`config.mk`:
```
export PLATFORM = sky130hd
export DESIGN_NAME = scarv_soc_bram_bridge
export DESIGN_NICKNAME = d
export VERILOG_FILES = /design/src/rtl/scarv_soc_mem_pkg.sv /design/src/rtl/scarv_soc_rsp_fifo.sv /design/src/rtl/scarv_soc_bram_bridge.sv
export SDC_FILE = /design/constraint.sdc
export NUM_CORES = 1
export LEC_CHECK = 0
export CORE_ASPECT_RATIO = 0.75
export CORE_MARGIN = 4
export CORE_UTILIZATION = 25
export DETAILED_ROUTE_END_ITERATION = 7
export GPL_TIMING_DRIVEN = 1
export HOLD_SLACK_MARGIN = 0.1
export PLACE_DENSITY = 0.55
export SLEW_MARGIN = 40
export SYNTH_ARGS = -nofsm -noshare
export SYNTH_HDL_FRONTEND = slang
export SYNTH_SLANG_ARGS = --single-unit
```
`constraint.sdc`:
```
create_clock -name g_clk -period 2.65 [get_ports g_clk]
set_input_delay 0.53 -clock g_clk [delete_from_list [all_inputs] [get_ports g_clk]]
set_output_delay 0.53 -clock g_clk [all_outputs]
set_load 0.05 [all_outputs]
```
`src/rtl/scarv_soc_mem_pkg.sv`:
```
// Shared definitions for the SoC memory bus bridges: response entry layout
// and response FIFO sizing.
package scarv_soc_mem_pkg;

  localparam int RSP_DEPTH = 4;
  localparam int RSP_PTR_W = $clog2(RSP_DEPTH);
  localparam int RSP_CNT_W = RSP_PTR_W + 1;

  localparam logic [31:0] ERR_DATA = 32'h0;

  typedef struct packed {
    logic        err;
    logic [31:0] data;
  } rsp_t;

  localparam int RSP_W = $bits(rsp_t);

endpackage

```
`src/rtl/scarv_soc_rsp_fifo.sv`:
```
// Small in-order response FIFO shared by the bus bridges; head is valid
// whenever count is non-zero.
module scarv_soc_rsp_fifo
  import scarv_soc_mem_pkg::*;
(
  input  logic                 g_clk,
  input  logic                 g_resetn,
  input  logic                 push,
  input  rsp_t                 push_data,
  input  logic                 pop,
  output rsp_t                 head,
  output logic [RSP_CNT_W-1:0] count
);

  rsp_t                 mem [RSP_DEPTH];
  logic [RSP_PTR_W-1:0] wr_ptr;
  logic [RSP_PTR_W-1:0] rd_ptr;
  logic                 do_pop;

  assign do_pop = pop && (count != '0);
  assign head   = mem[rd_ptr];

  always_ff @(posedge g_clk or negedge g_resetn) begin
    if (!g_resetn) begin
      wr_ptr <= '0;
      rd_ptr <= '0;
      count  <= '0;
    end else begin
      // The grant logic upstream keeps a push from ever landing on a full FIFO.
      assert (!(push && count == RSP_CNT_W'(RSP_DEPTH)));
      if (push)   wr_ptr <= wr_ptr + 1'b1;
      if (do_pop) rd_ptr <= rd_ptr + 1'b1;
      case ({push, do_pop})
        2'b10:   count <= count + 1'b1;
        2'b01:   count <= count - 1'b1;
        default: count <= count;
      endcase
    end
  end

  always_ff @(posedge g_clk) begin
    if (push) mem[wr_ptr] <= push_data;
  end

endmodule

```
`src/rtl/scarv_soc_bram_bridge.sv`:
```
// Bus initiator onto one BRAM port: window decode, one-cycle read capture
// and an in-order response FIFO that throttles the grant.
module scarv_soc_bram_bridge
  import scarv_soc_mem_pkg::*;
#(
  parameter  logic [31:0] BASE  = 32'h0000_0000,
  parameter  int unsigned DEPTH = 1024,
  localparam int          LW    = $clog2(DEPTH)
) (
  input  logic          g_clk,
  input  logic          g_resetn,
  input  logic          mem_req,
  output logic          mem_gnt,
  input  logic          mem_wen,
  input  logic [3:0]    mem_strb,
  input  logic [31:0]   mem_wdata,
  input  logic [31:0]   mem_addr,
  output logic          mem_recv,
  input  logic          mem_ack,
  output logic          mem_error,
  output logic [31:0]   mem_rdata,
  output logic          bram_en,
  output logic [3:0]    bram_wen,
  output logic [LW-1:0] bram_addr,
  output logic [31:0]   bram_wdata,
  input  logic [31:0]   bram_rdata
);

  localparam int OCC_W = RSP_CNT_W + 1;

  logic [31:0]          offset_p0;
  logic                 in_range_p0;
  logic                 accept_p0;
  logic [OCC_W-1:0]     occupancy;
  logic [RSP_CNT_W-1:0] count;
  rsp_t                 head;
  rsp_t                 push_data;
  logic                 pop;

  logic                 vld_p1;
  logic                 err_p1;
  logic                 wr_p1;

  // Stage 0: decode and drive the BRAM port combinationally.
  // Unsigned subtraction makes addresses below BASE wrap high and miss.
  assign offset_p0   = mem_addr - BASE;
  assign in_range_p0 = offset_p0 < 32'(DEPTH);

  // Every accepted request reserves a FIFO slot, including the one in flight.
  assign occupancy = {1'b0, count} + {{RSP_CNT_W{1'b0}}, vld_p1};
  assign mem_gnt   = occupancy < OCC_W'(RSP_DEPTH);
  assign accept_p0 = mem_req && mem_gnt;

  assign bram_en    = accept_p0 && in_range_p0;
  assign bram_wen   = (bram_en && mem_wen) ? mem_strb : 4'b0000;
  assign bram_addr  = {offset_p0[LW-1:2], 2'b00};
  assign bram_wdata = mem_wdata;

  // Stage 1: one-cycle wait for the registered BRAM read data.
  always_ff @(posedge g_clk or negedge g_resetn) begin
    if (!g_resetn) vld_p1 <= 1'b0;
    else           vld_p1 <= accept_p0;
  end

  always_ff @(posedge g_clk) begin
    if (accept_p0) begin
      err_p1 <= !in_range_p0;
      wr_p1  <= mem_wen;
    end
  end

  // Write and error responses carry zero data; read-during-write data is dropped.
  assign push_data.err  = err_p1;
  assign push_data.data = (err_p1 || wr_p1) ? ERR_DATA : bram_rdata;

  // Stage 2: queued responses, in accept order.
  assign pop = mem_recv && mem_ack;

  scarv_soc_rsp_fifo u_rsp_fifo (
    .g_clk     (g_clk),
    .g_resetn  (g_resetn),
    .push      (vld_p1),
    .push_data (push_data),
    .pop       (pop),
    .head      (head),
    .count     (count)
  );

  assign mem_recv  = (count != '0);
  assign mem_error = mem_recv ? head.err  : 1'b0;
  assign mem_rdata = mem_recv ? head.data : 32'h0;

endmodule
```
==> results by group <==
Status
  – Run status: finished, final reports clean

Timing
  – Minimum clock period: 2.594 ns
  – Max-slew violations: 0
  – Max Clock Skew: 0.008033 ns
  – Worst hold slack across all endpoints: 0.3938 ns
  – Post-route worst setup slack: 0.05647 ns
  – Hold violation total from the final report: 0
  – Worst max-slew margin expressed relative to the limit: 0.6161
  – Final-layout setup total negative slack: 0 ns
  – Setup violators final: 0
  – Fraction of the cycle the final worst path needs: 0.9787
  – Upper clock frequency limit: 385.6 MHz
  – RSZ-0062 raised after global routing: no
  – Worst Tran Pin Value: 0.5758 ns

Yosys
  – Unique masters post-synth: 25
  – Post-synthesis cell area: 6116 um^2
  – Seq/Total Area, Yosys: 0.6907
  – Top cell type by total area after synthesis: sky130_fd_sc_hd__edfxtp_1
  – Synthesized instance count: 350
  – Flip-flop and latch count after synthesis: 142
  – Top area cells in the synthesized netlist: sky130_fd_sc_hd__edfxtp_1, sky130_fd_sc_hd__mux4_2, sky130_fd_sc_hd__and2_1, sky130_fd_sc_hd__buf_4, sky130_fd_sc_hd__dfrtp_1
  – Yosys warning count: 0
  – Post-synthesis area per instance: 17.47 um^2
  – Synth top area share: 0.6579

Worst setup path
  – Crit Reg-Reg Endpoint: u_rsp_fifo.count[2]
  – Crit path arrival time: 2.06 ns
  – Top fanout value on the critical path: 6
  – Startpoint of the lowest-slack register-to-register path: u_rsp_fifo.count[0]
  – Crit path required time: 2.12 ns
  – Internal reg-to-reg setup slack: 0.58 ns
  – Count of cells along the worst register-to-register path: 8
  – Critical path launch point type: input port
  – Worst setup path category: in -> out
  – Endpoint class of the critical path: primary output

Place
  – Count of port buffers added during placement: 102
  – Placed Instances: 738
  – DPL Wire Length: 8.592 mm
  – Dpl cell area: 7843 um^2
  – Routability congestion estimate from global placement: 0.6945
  – Setup slack at placement: -0.1250 ns

Pwr
  – Power density over cell area: 1229 nW/um^2
  – Power, Total: 10.39 mW
  – Worst supply voltage drop on vdd: 774.3 uV
  – Standby leakage power: 2.948 nW

Route
  – Length of the first detailed-routing pass in iterations: 4
  – Vias per std cell: 4.079
  – Avg WL per Cell: 17.09 um
  – Detailed-route wire length: 13.19 mm
  – Total via count in the routed design: 3149
  – Iteration-0 DRC Markers: 206
  – Antenna Violating Nets Remaining: 0
  – DRC errors left: 0

GRT
  – Wire length of the first global-routing pass: 20.63 mm
  – Met3 GRT Util: 0.02987
  – Pin count of the biggest net entering global routing: 28
  – Highest-utilization routing layer at the global route stage: met2
  – Number of global-route vias before repair: 3585
  – Remaining global-route overflow: 0
  – Number of antenna violations at the first check in global routing: 0
  – Overall fraction of global-route tracks in use: 0.1009
  – Global routing usage on met1: 0.1282
  – GR Layer Usage met2: 0.1669

Cells and area
  – Post-route cell area: 8453 um^2
  – Signed area change from the synthesized netlist to the final layout: 38.22%
  – Final design utilization: 0.3517
  – Most frequent standard cell in the layout excluding fill and tap cells: sky130_fd_sc_hd__edfxtp_1
  – Most frequent cells in the layout: sky130_fd_sc_hd__edfxtp_1, sky130_fd_sc_hd__and2_1, sky130_fd_sc_hd__clkdlybuf4s50_1, sky130_fd_sc_hd__buf_12, sky130_fd_sc_hd__mux4_2
  – Count of antenna diodes in the layout: 0
  – Share of cells above drive strength 1: 0.3107
  – Post-route non-filler standard cell count: 772
  – Final Net Count: 539

Clock tree
  – Number of buffers inserted during clock tree synthesis: 17
  – Clock-pin slew on the worst setup and hold paths: 0.06 ns
  – H-tree Lvls: 4
  – Count of hold buffers inserted by post-cts repair: 0
  – Buffer depth of the longest clock path: 2
  – Clock tree from TritonCTS: built
  – Sink count of the clock tree: 142
  – Master cell of the clock root buffer: sky130_fd_sc_hd__clkbuf_16
  – Source-to-sink clock delay at the later pin of the worst-skew pair: 0.41 ns

Floorplanning
  – Core Region: 24030 um^2
  – Starting density of the core: 0.2545
  – Top-level I/O count: 187
  – Area enclosed by the die boundary: 27060 um^2
  – Row cnt: 49
  – Chip height: 143.5 um
  – Die width: 188.6 um

Hold path
  – Class of the tightest hold or removal check: in -> async

Job
  – Reported max-cap violation count: 0
[cell families after synthesis]
logic type	count (synthesis)	synth area share
AOI/OAI and AO/OA	2	0.001841
buffers and inverters	65	0.06792
other	1	0.0006132
adders and majority gates	6	0.01350
and+or+nand+nor	94	0.09370
muxes	34	0.1232
DFF	142	0.6907
xor gates and xnor gates	6	0.008592
[worst max-delay path: stages]
cell	delay (ns)
sky130_fd_sc_hd__clkdlybuf4s50_1	0.41
sky130_fd_sc_hd__nor4_2	0.28
sky130_fd_sc_hd__nand4_1	0.15
sky130_fd_sc_hd__buf_6	0.18
sky130_fd_sc_hd__nor4_4	0.33
sky130_fd_sc_hd__buf_12	0.18
[how the worst max path moves through the flow]
stage                       from     endpoint  slack [ns]  depth (start not counted)
detailed placement  mem_addr[27]      bram_en       -0.13                          5
finish              mem_addr[11]  bram_wen[1]        0.06                          6
global placement    mem_addr[27]      bram_en       -0.11                          5
floorplan           mem_addr[27]      bram_en        0.13                          3
global route        mem_addr[11]  bram_wen[1]       0.003                          6
CTS                 mem_addr[25]      bram_en       -0.02                          5
[cell type report]
cell class	instances	area, um^2
multi-input combinational	144	1603
inverter	7	26.28
sequential	142	4229
timing repair buffer	116	1630
clock inverter	15	125.1
tap	331	414.1
fill	2283	15580
clock buffer	17	425.4
[per-layer routing]
layer	vias to the layer above	wire, um
met5	-	0
met4	0	197
met3	20	549
met2	82	6378
met1	1614	6067
li1	1433	-
[registers in the layout (all words and copies together) (netlist names)]
name               cells
wr_p1                  1
vld_p1                 1
u_rsp_fifo.wr_ptr      2
err_p1                 1
u_rsp_fifo.mem       132
u_rsp_fifo.count       3
u_rsp_fifo.rd_ptr      2
[Yosys cell counts, drive strengths merged]
cell type and n:
and2 70, xor2 4, xnor2 2, nand4 1, nor2 3, buf 47
a31oi 1, nor4 8, or4 1, inv 7, edfxtp 134, mux2i 1
o21ai 1, conb 1, mux4 33, clkbuf 11, ha 5, nand3 5
fa 1, nand2 2, nor3 1, dfrtp 8, or3 2, or2 1
[where the power goes]
part	switching, mW	total (mW)	internal [mW]	leakage (nW)
registers	0.166	3.01	2.84	1.34
clock network	0.990	2.22	1.23	0.271
logic	2.69	5.16	2.47	1.34
total	3.85	10.4	6.54	2.95
[what timing repair did]
action,in CTS,in global routing
pin swaps,6,4
endpoints found under the setup margin,32,5
gates resized for setup,9,5
buffers inserted,2,0
Note: power is estimated with default switching activity, not from simulation.
